<file path="src/rtl/mul_arbiter.sv">
// mul_arbiter: round-robin front end for one shared, fixed-latency pipelined
// multiplier. The winning requester's operands go to the multiplier in the
// cycle they are granted. A tag pipeline follows each product through the
// multiplier. Finished products are queued in a result FIFO and returned on
// one tagged response channel. Issue is credit-limited, so the FIFO always
// has a free slot when a product reaches it.
module mul_arbiter #(
   parameter int WIDTH = 64,
   parameter int NREQ  = 4,
   parameter int LAT   = 3,
   parameter int DEPTH = 8
) (
   input  logic                    clk,
   input  logic                    rst_n,
   input  logic [NREQ-1:0]         req_valid,
   output logic [NREQ-1:0]         req_ready,
   input  logic [NREQ*WIDTH-1:0]   req_a,
   input  logic [NREQ*WIDTH-1:0]   req_b,
   output logic [WIDTH-1:0]        mul_a,
   output logic [WIDTH-1:0]        mul_b,
   input  logic [2*WIDTH-1:0]      mul_y,
   output logic                    rsp_valid,
   input  logic                    rsp_ready,
   output logic [$clog2(NREQ)-1:0] rsp_id,
   output logic [2*WIDTH-1:0]      rsp_y,
   output logic                    busy
);

   localparam int ID_W  = $clog2(NREQ);
   localparam int CNT_W = $clog2(DEPTH + 1);
   localparam int PTR_W = (DEPTH > 1) ? $clog2(DEPTH) : 1;

   localparam logic [ID_W:0]    NREQ_C   = (ID_W + 1)'(NREQ);
   localparam logic [ID_W-1:0]  ID_LAST  = ID_W'(NREQ - 1);
   localparam logic [CNT_W:0]   DEPTH_C  = (CNT_W + 1)'(DEPTH);
   localparam logic [PTR_W-1:0] PTR_LAST = PTR_W'(DEPTH - 1);

   // Arbitration state and signals
   logic [ID_W-1:0]    rr_ptr_q, rr_ptr_d;
   logic [ID_W:0]      cand;
   logic [ID_W-1:0]    winner;
   logic               found;
   logic               issue_ok;
   logic               issue;
   logic               issue_out;

   // Tag pipeline that runs alongside the multiplier stages
   logic [LAT-1:0]     vld_q, vld_d;
   logic [ID_W-1:0]    id_q [LAT];
   logic [ID_W-1:0]    id_d [LAT];
   logic [CNT_W-1:0]   inflight;
   logic [CNT_W:0]     occupancy;

   // Result FIFO
   logic [CNT_W-1:0]   fifo_count_q, fifo_count_d;
   logic [PTR_W-1:0]   wr_ptr_q, wr_ptr_d;
   logic [PTR_W-1:0]   rd_ptr_q, rd_ptr_d;
   logic [2*WIDTH-1:0] mem_y_q  [DEPTH];
   logic [ID_W-1:0]    mem_id_q [DEPTH];
   logic               push;
   logic               pop;

   // Round-robin scan starting at rr_ptr. The loop runs from the farthest
   // candidate down to the nearest, so the nearest requester that is valid
   // is assigned last and wins.
   // NOTE: combinational blocks use blocking '=' and give every output a
   // default first, so no latch is inferred and later statements see the
   // values just computed.
   always_comb begin
      found  = 1'b0;
      winner = '0;
      cand   = '0;
      for (int k = NREQ - 1; k >= 0; k--) begin
         cand = {1'b0, rr_ptr_q} + (ID_W + 1)'(k);
         if (cand >= NREQ_C) cand = cand - NREQ_C;
         if (req_valid[cand[ID_W-1:0]]) begin
            found  = 1'b1;
            winner = cand[ID_W-1:0];
         end
      end
   end

   // Credit check: count products in flight plus products queued, using
   // only registered state.
   always_comb begin
      inflight = '0;
      for (int k = 0; k < LAT; k++) inflight = inflight + CNT_W'(vld_q[k]);
      occupancy = {1'b0, fifo_count_q} + {1'b0, inflight};
      issue_ok  = (occupancy < DEPTH_C);
   end

   // issue drives the internal state. Only the outputs are gated with the
   // reset, so req_ready and the operands read as zero while reset is held.
   assign issue     = found & issue_ok;
   assign issue_out = issue & rst_n;

   // The grant and the operand steering to the multiplier
   always_comb begin
      req_ready = '0;
      if (issue_out) req_ready[winner] = 1'b1;
   end

   assign mul_a = issue_out ? req_a[int'(winner)*WIDTH +: WIDTH] : '0;
   assign mul_b = issue_out ? req_b[int'(winner)*WIDTH +: WIDTH] : '0;

   // Next state for the pointer, the tag pipe and the FIFO bookkeeping
   always_comb begin
      rr_ptr_d = rr_ptr_q;
      if (issue) rr_ptr_d = (winner == ID_LAST) ? '0 : winner + 1'b1;

      vld_d[0] = issue;
      id_d[0]  = winner;
      for (int k = 1; k < LAT; k++) begin
         vld_d[k] = vld_q[k-1];
         id_d[k]  = id_q[k-1];
      end

      wr_ptr_d = wr_ptr_q;
      if (push) wr_ptr_d = (wr_ptr_q == PTR_LAST) ? '0 : wr_ptr_q + 1'b1;
      rd_ptr_d = rd_ptr_q;
      if (pop) rd_ptr_d = (rd_ptr_q == PTR_LAST) ? '0 : rd_ptr_q + 1'b1;

      fifo_count_d = fifo_count_q;
      case ({push, pop})
         2'b10:   fifo_count_d = fifo_count_q + 1'b1;
         2'b01:   fifo_count_d = fifo_count_q - 1'b1;
         default: fifo_count_d = fifo_count_q;
      endcase
   end

   // Control registers. A reset discards anything still in the multiplier
   // by clearing its tags.
   // NOTE: sequential blocks use non-blocking '<=' so that every flop
   // samples the values from before the edge.
   always_ff @(posedge clk or negedge rst_n) begin
      if (!rst_n) begin
         rr_ptr_q     <= '0;
         vld_q        <= '0;
         for (int k = 0; k < LAT; k++) id_q[k] <= '0;
         fifo_count_q <= '0;
         wr_ptr_q     <= '0;
         rd_ptr_q     <= '0;
      end else begin
         rr_ptr_q     <= rr_ptr_d;
         vld_q        <= vld_d;
         id_q         <= id_d;
         fifo_count_q <= fifo_count_d;
         wr_ptr_q     <= wr_ptr_d;
         rd_ptr_q     <= rd_ptr_d;
      end
   end

   assign push = vld_q[LAT-1];
   assign pop  = rsp_valid & rsp_ready;

   // FIFO storage, written when a tagged product leaves the multiplier.
   // NOTE: the storage array has no reset. The count and the pointers
   // decide which entries are valid, and the head is masked when the FIFO
   // is empty.
   always_ff @(posedge clk) begin
      if (push) begin
         mem_y_q[wr_ptr_q]  <= mul_y;
         mem_id_q[wr_ptr_q] <= id_q[LAT-1];
      end
   end

   assign rsp_valid = (fifo_count_q != '0);
   assign rsp_y     = rsp_valid ? mem_y_q[rd_ptr_q]  : '0;
   assign rsp_id    = rsp_valid ? mem_id_q[rd_ptr_q] : '0;
   assign busy      = (inflight != '0) || (fifo_count_q != '0);

endmodule

</file>
<file path="config.mk">
export PLATFORM = sky130hd
export DESIGN_NAME = mul_arbiter
export DESIGN_NICKNAME = d
export VERILOG_FILES = /design/src/rtl/mul_arbiter.sv
export SDC_FILE = /design/constraint.sdc
export NUM_CORES = 1
export LEC_CHECK = 0
export BUFFER_PORTS_ARGS = -buffer_cell sky130_fd_sc_hd__buf_2
export CAP_MARGIN = 30
export CORE_AREA = 4 4 357 359
export CTS_CLUSTER_SIZE = 20
export DETAILED_ROUTE_END_ITERATION = 8
export DIE_AREA = 0 0 361 363
export PLACE_DENSITY = 0.62
export SETUP_SLACK_MARGIN = 0.5
export SLEW_MARGIN = 30
export SYNTH_ARGS = -nofsm -noshare
export SYNTH_HDL_FRONTEND = slang
export SYNTH_SLANG_ARGS = --single-unit
</file>
<file path="constraint.sdc">
create_clock -name clk -period 12.05 [get_ports clk]
set_input_delay 0.6025 -clock clk [delete_from_list [all_inputs] [get_ports clk]]
set_output_delay 0.6025 -clock clk [all_outputs]
set_load 0.01 [all_outputs]
</file>
* Yosys cells after proc, flatten, opt, wreduce, memory -nomap -nowiden *
Memory sizes are Yosys's and may differ from the RTL's.
Index checks and enable logic that the tools add are counted.

word-level totals
  memories kept = 2
  memory bits (writable) = 1040
  input port bits = 647
  bits in registers = 21
  output and inout port bits = 264

memories
  name      depth  width  read ports  clocked after memory_dff  write ports  RTL line  text
  mem_y_q   8      128    1           0                         1            58        logic [2*WIDTH-1:0] mem_y_q [DEPTH];
  mem_id_q  8      2      1           0                         1            59        logic [ID_W-1:0] mem_id_q [DEPTH];

operators by class
  multiplexer cells = 33
  equality and inequality tests = 5
  reductions and logical operators = 5
  add/subtract/negate cells = 15
  shift operators = 2
  bitwise operators = 3
  magnitude comparators = 11

operators by type and width
  operator                                                                       number
  256-bit by 9-bit indexed part select with 64-bit output                        2
  128-bit two-way mux                                                            1
  64-bit two-way mux                                                             2
  2-bit two-way mux                                                              10
  2-bit by 3-bit less-than comparator with 1-bit output (second input constant)  5
  1-bit two-way mux                                                              11
  3-bit greater-or-equal comparator (second input constant)                      3
  1-bit binary-select mux with 2-bit select                                      4
  4-bit one-hot mux with 2 select lines                                          1
  4-bit nonzero test                                                             2
  2-bit by 1-bit subtractor with 2-bit output (second input constant)            4
  2-bit by 2-bit adder with 3-bit output (second input constant)                 2
  3-bit by 1-bit adder with 3-bit output (second input constant)                 2
  3-bit == test (second input constant)                                          2
  3-bit two-way mux                                                              2
  4-bit by 3-bit adder with 5-bit output                                         1
  5-bit by 4-bit less-than comparator with 1-bit output (second input constant)  1
  4-bit by 1-bit adder with 4-bit output (second input constant)                 1
  2-bit == test (second input constant)                                          2
  4-bit two-way mux                                                              1
  4-bit by 1-bit subtractor with 4-bit output (second input constant)            1
  2-bit by 1-bit adder with 3-bit output                                         1
  2-bit by 1-bit adder with 3-bit output (second input constant)                 1
  1-bit bitwise AND                                                              3
  9 further kinds                                                                9

* Longest topological paths before layout *
  depth after elaboration = 14
  mapped depth = 11
  mapped depth without buffers = 11

* Least setup slack after synthesis *
OpenSTA, ideal clock, no wires.

  path type = register to register
  from = register wr_ptr_q[0]
  to = memory mem_id_q[0][0] in the netlist's numbering, enable pin
  stages on the path, launching flop included = 3
  data required time = 11.272 ns
  clock period less this slack = 10.144 ns
  library setup time = 0.778 ns
  arrival time = 9.366 ns
  setup slack = 1.906 ns
  cell sequence = dfrtp_1 nand2b_1 nor3_1

RTL lines
  item                    RTL line  text
  start, declared         56        logic [PTR_W-1:0] wr_ptr_q, wr_ptr_d;
  start signal, assigned  148       wr_ptr_q <= wr_ptr_d;
  end, declared           59

Straight into the memory's write port.

* Worst setup path in the final report *
  from = register rr_ptr_q[1]
  to = output mul_a[21]

between the ends
  longest elaborated chain between the ends = 12
  elaborated cells between the ends (all ways) = 35

RTL lines
  item                                                                             RTL line  text
  start, declared                                                                  39        logic [ID_W-1:0] rr_ptr_q, rr_ptr_d;
  start signal, assigned                                                           144       rr_ptr_q <= rr_ptr_d;
  branches (longest 11 deep; another with 2-bit by 2-bit adder with 3-bit output)  -
  64-bit two-way mux (*)                                                           103       assign mul_a = issue_out ? req_a[int'(winner)*WIDTH +: WIDTH] : '0;
  end, declared                                                                    19        output logic [WIDTH-1:0] mul_a,

Mark *: on every way between the ends. The select of a mux whose other input is x is not followed.

==> impl_results.md <==
* Status: finished, final reports clean
* Starting Density at a little over a third
* Clk slew on worst S/H paths at about 0.070 ns
* CP max-delay cell: mux2i_1
* Slowest stage delay, CP at 0.91 ns
* Max Transition Viols Final at 0
* First-pass GRT wire length at roughly 210 mm
* # DRC at 0
* Clk sinks at ~1100
* Ys flop type: edfxtp_1
* Clock Power Share at 22.8%
* EDFF count, synth at around 1000
* Syn. warnings at 0
* Critical path launch point type: flip-flop
* Placed instance area at 0.05133 mm^2
* Largest net degree at the start of global routing at around 140
* Ratio of cells with drive above 1 in the final layout at between 40% and 50%
* Register area share after synthesis at between 70% and 80%
* FF-to-FF setup slack at 8.83 ns
* Gr usage total at between 20% and 30%
* Critical R2R Launch: vld_q[2]
* Routed vias/inst at 5.362
* Top achievable clock speed at about 0.17 GHz
* Chip height at approximately 360 um
* Post-synth ARST share at 1.979%
* Design area at between 0.05 and 0.06 mm^2
* I/O pins at 911
* Placer Congestion at 0.9920
* Final hold slack at 0.2155 ns
* CTS H-tree lvls at 3
* Post-synth cell types at 40
* Vias at 26087
* Sw Share at between 30% and 40%
* Final critical-path share of the clock period at between 40% and 50%
* Leak pwr at between 20 and 25 nW
* RSZ-0062 raised after global routing: no
* Syn Std Cell Area at 0.04510 mm^2
* Largest vdd supply drop at approximately 170 uV
* CTS tree: done
* Required @ worst endpoint at approximately 11 ns
* Combinational group share of total power at 39.7%
* Max Root-Sink Buffers at 3
* DRT Pass-1 Iters at 6
* # placed instances at 4639
* CTS Root Cell: clkbuf_16
* Worst-Skew Late Latency at between 0.6 and 0.7 ns
* Worst setup path class: reg -> out
* DRT iter0 DRCs at roughly 2700
* Port bufs at 910
* CP endpoint kind: output pin
* Hold Violations, Final at 0
* Max-cap violations at 0
* Period minus WS final at about 5.8 ns
* Synthesis-to-finish area growth at 21.05%
* TNS Setup at 0 ns
* Crit path from: rr_ptr_q[1]
* Commonest cells after routing, fill and taps aside: edfxtp_1, buf_2, mux2i_1
* Rows at approximately 130
* Cells after Synth at about 2200
* Final nets at roughly 3800
* Int Power at 8.505 mW
* Final setup fails at 0
* Max-slew headroom at between 20% and 30%
* Flop pwr share at 37.6%
* Vias in the first global route at 25889
* Die X at approximately 360 um
* Antenna violations before repair at 105
* Final ANT Viol Nets at 0
* Syn nets at 2852
* Post-DP HPWL at approximately 110 mm
* Core area at between 0.1 and 0.15 mm^2
* Total power at about 13 mW
* CTS resizes at 0
* Non-filler cells in the finished layout at 4865
* WL/cell at 32.52 um
* Post-synthesis area per instance at around 20 um^2
* Post-Route WL at roughly 160 mm
* Net Switching at approximately 4.6 mW
* Setup repair bufs after CTS at 0
* Hold WC Path Type: in -> reg
* Slew @ Worst Pin at 1.096 ns
* Worst Skew at roughly 0.021 ns
* Power Density at 240.8 mW/mm^2
* Hold_sp: mul_y[127]
* Congestion Overflow GR at 0
* Crit-path cells: a21o_1 -> a21oi_1 -> o22a_4 -> buf_4 -> buf_12 -> mux2i_1 -> o22ai_2 -> buf_2
* CP arrival at 5.20 ns
* Die Area at ~0.13 mm^2
* Crit-path max FO at between 100 and 150
* FF+latch count, synth at approximately 1100
* CTS Buf Count at 96
* Most common cell after layout, fill and taps aside: edfxtp_1
-- stage by stage --
step                      worst slack [ns]  utilization [%]
after floorplan                      1.906                -
after CTS                            6.246            43.98
after global routing                 6.184            44.05
after global placement               6.572            41.39
after detailed placement             6.665            41.46
final                                6.248            44.10
-- final timing paths --
kind | end | depth (start not counted)
min in group asynchronous | rr_ptr_q[1] | 3
worst min register to register | id_d[1] | 0
worst max-delay path | mul_a[21] | 8
max in group asynchronous | rd_ptr_q[2] | 3
worst max register to register | mem_y_q[3][67] | 4
worst min-delay path | mem_y_q[3][127] | 1
-- registers in the layout, summed over array words and instances, names as in the netlist --
signal and cells:
rr_ptr_q 2, id_q 2, fifo_count_q 4, mem_y_q 1024, rd_ptr_q 3, mem_id_q 16, vld_q 3, wr_ptr_q 3
id_d 4
-- worst max-delay path: cells and delay by family (launching register included) --
family | cells | cell delay, ns
flops | 1 | 0.45
mux | 1 | 0.91
compound gates | 4 | 1.24
buf+inv | 3 | 1.48
-- cells in the mapped netlist, types with 4 or more instances --
master | n | area [um^2]
mux2i_1 | 387 | 3874
buf_6 | 15 | 168.9
dfrtp_1 | 21 | 525.5
buf_1 | 16 | 60.06
nor2_1 | 138 | 518.0
mux4_2 | 260 | 5856
o22ai_2 | 120 | 1501
nand2b_1 | 4 | 25.02
clkbuf_1 | 45 | 168.9
edfxtp_1 | 1040 | 31230
inv_1 | 10 | 37.54
buf_2 | 44 | 220.2
o22ai_1 | 9 | 56.30
a21oi_1 | 4 | 20.02
buf_12 | 11 | 220.2
nand2_1 | 6 | 22.52
ha_1 | 12 | 150.1
buf_4 | 10 | 75.07
and3_2 | 4 | 30.03
-- area by class of cell --
type	instances	area, um^2
fill	10827	69210
sequential	1061	31770
multi-input combinational	975	12470
timing repair buffer	957	5044
clock buffer	123	2628
tap	1637	2048
clock inverter	58	481.7
antenna	43	107.6
inverter	11	41.29
-- layer usage --
metal	up-vias	global-route usage, %	routed length, um
met3	269	6.091	13280
li1	10965	-	-
met4	38	7.854	6043
met5	-	0	253
met2	1206	38.08	75990
met1	13609	30.80	62620
-- kinds of logic after synthesis --
| logic type | Yosys count | share of synthesized area, % |
|---|---|---|
| adder cells (fa/ha/maj) | 14 | 0.4217 |
| buffers and inverters | 155 | 2.206 |
| flip-flops | 1061 | 70.41 |
| XOR/XNOR | 4 | 0.07769 |
| multiplexers | 652 | 21.70 |
| AND/OR/NAND/NOR | 163 | 1.495 |
| AO/OA/AOI/OAI | 142 | 3.690 |
-- power groups by stage --
stage	clock, mW	combinational (mW)	sequential [mW]
after global placement	0	5.27	5.00
after detailed placement	0	5.29	5.03
final	2.99	5.22	4.94
after global routing	3.22	5.55	5.00
after floorplan	0	3.34	5.02
after CTS	3.06	5.30	4.95
-- timing repair --
| action | CTS | global route |
|---|---|---|
| setup endpoints to repair | 0 | 0 |
| hold endpoints to repair | 21 | 0 |
| hold buffers | 1 | 0 |
(Power assumes the default switching activity.)
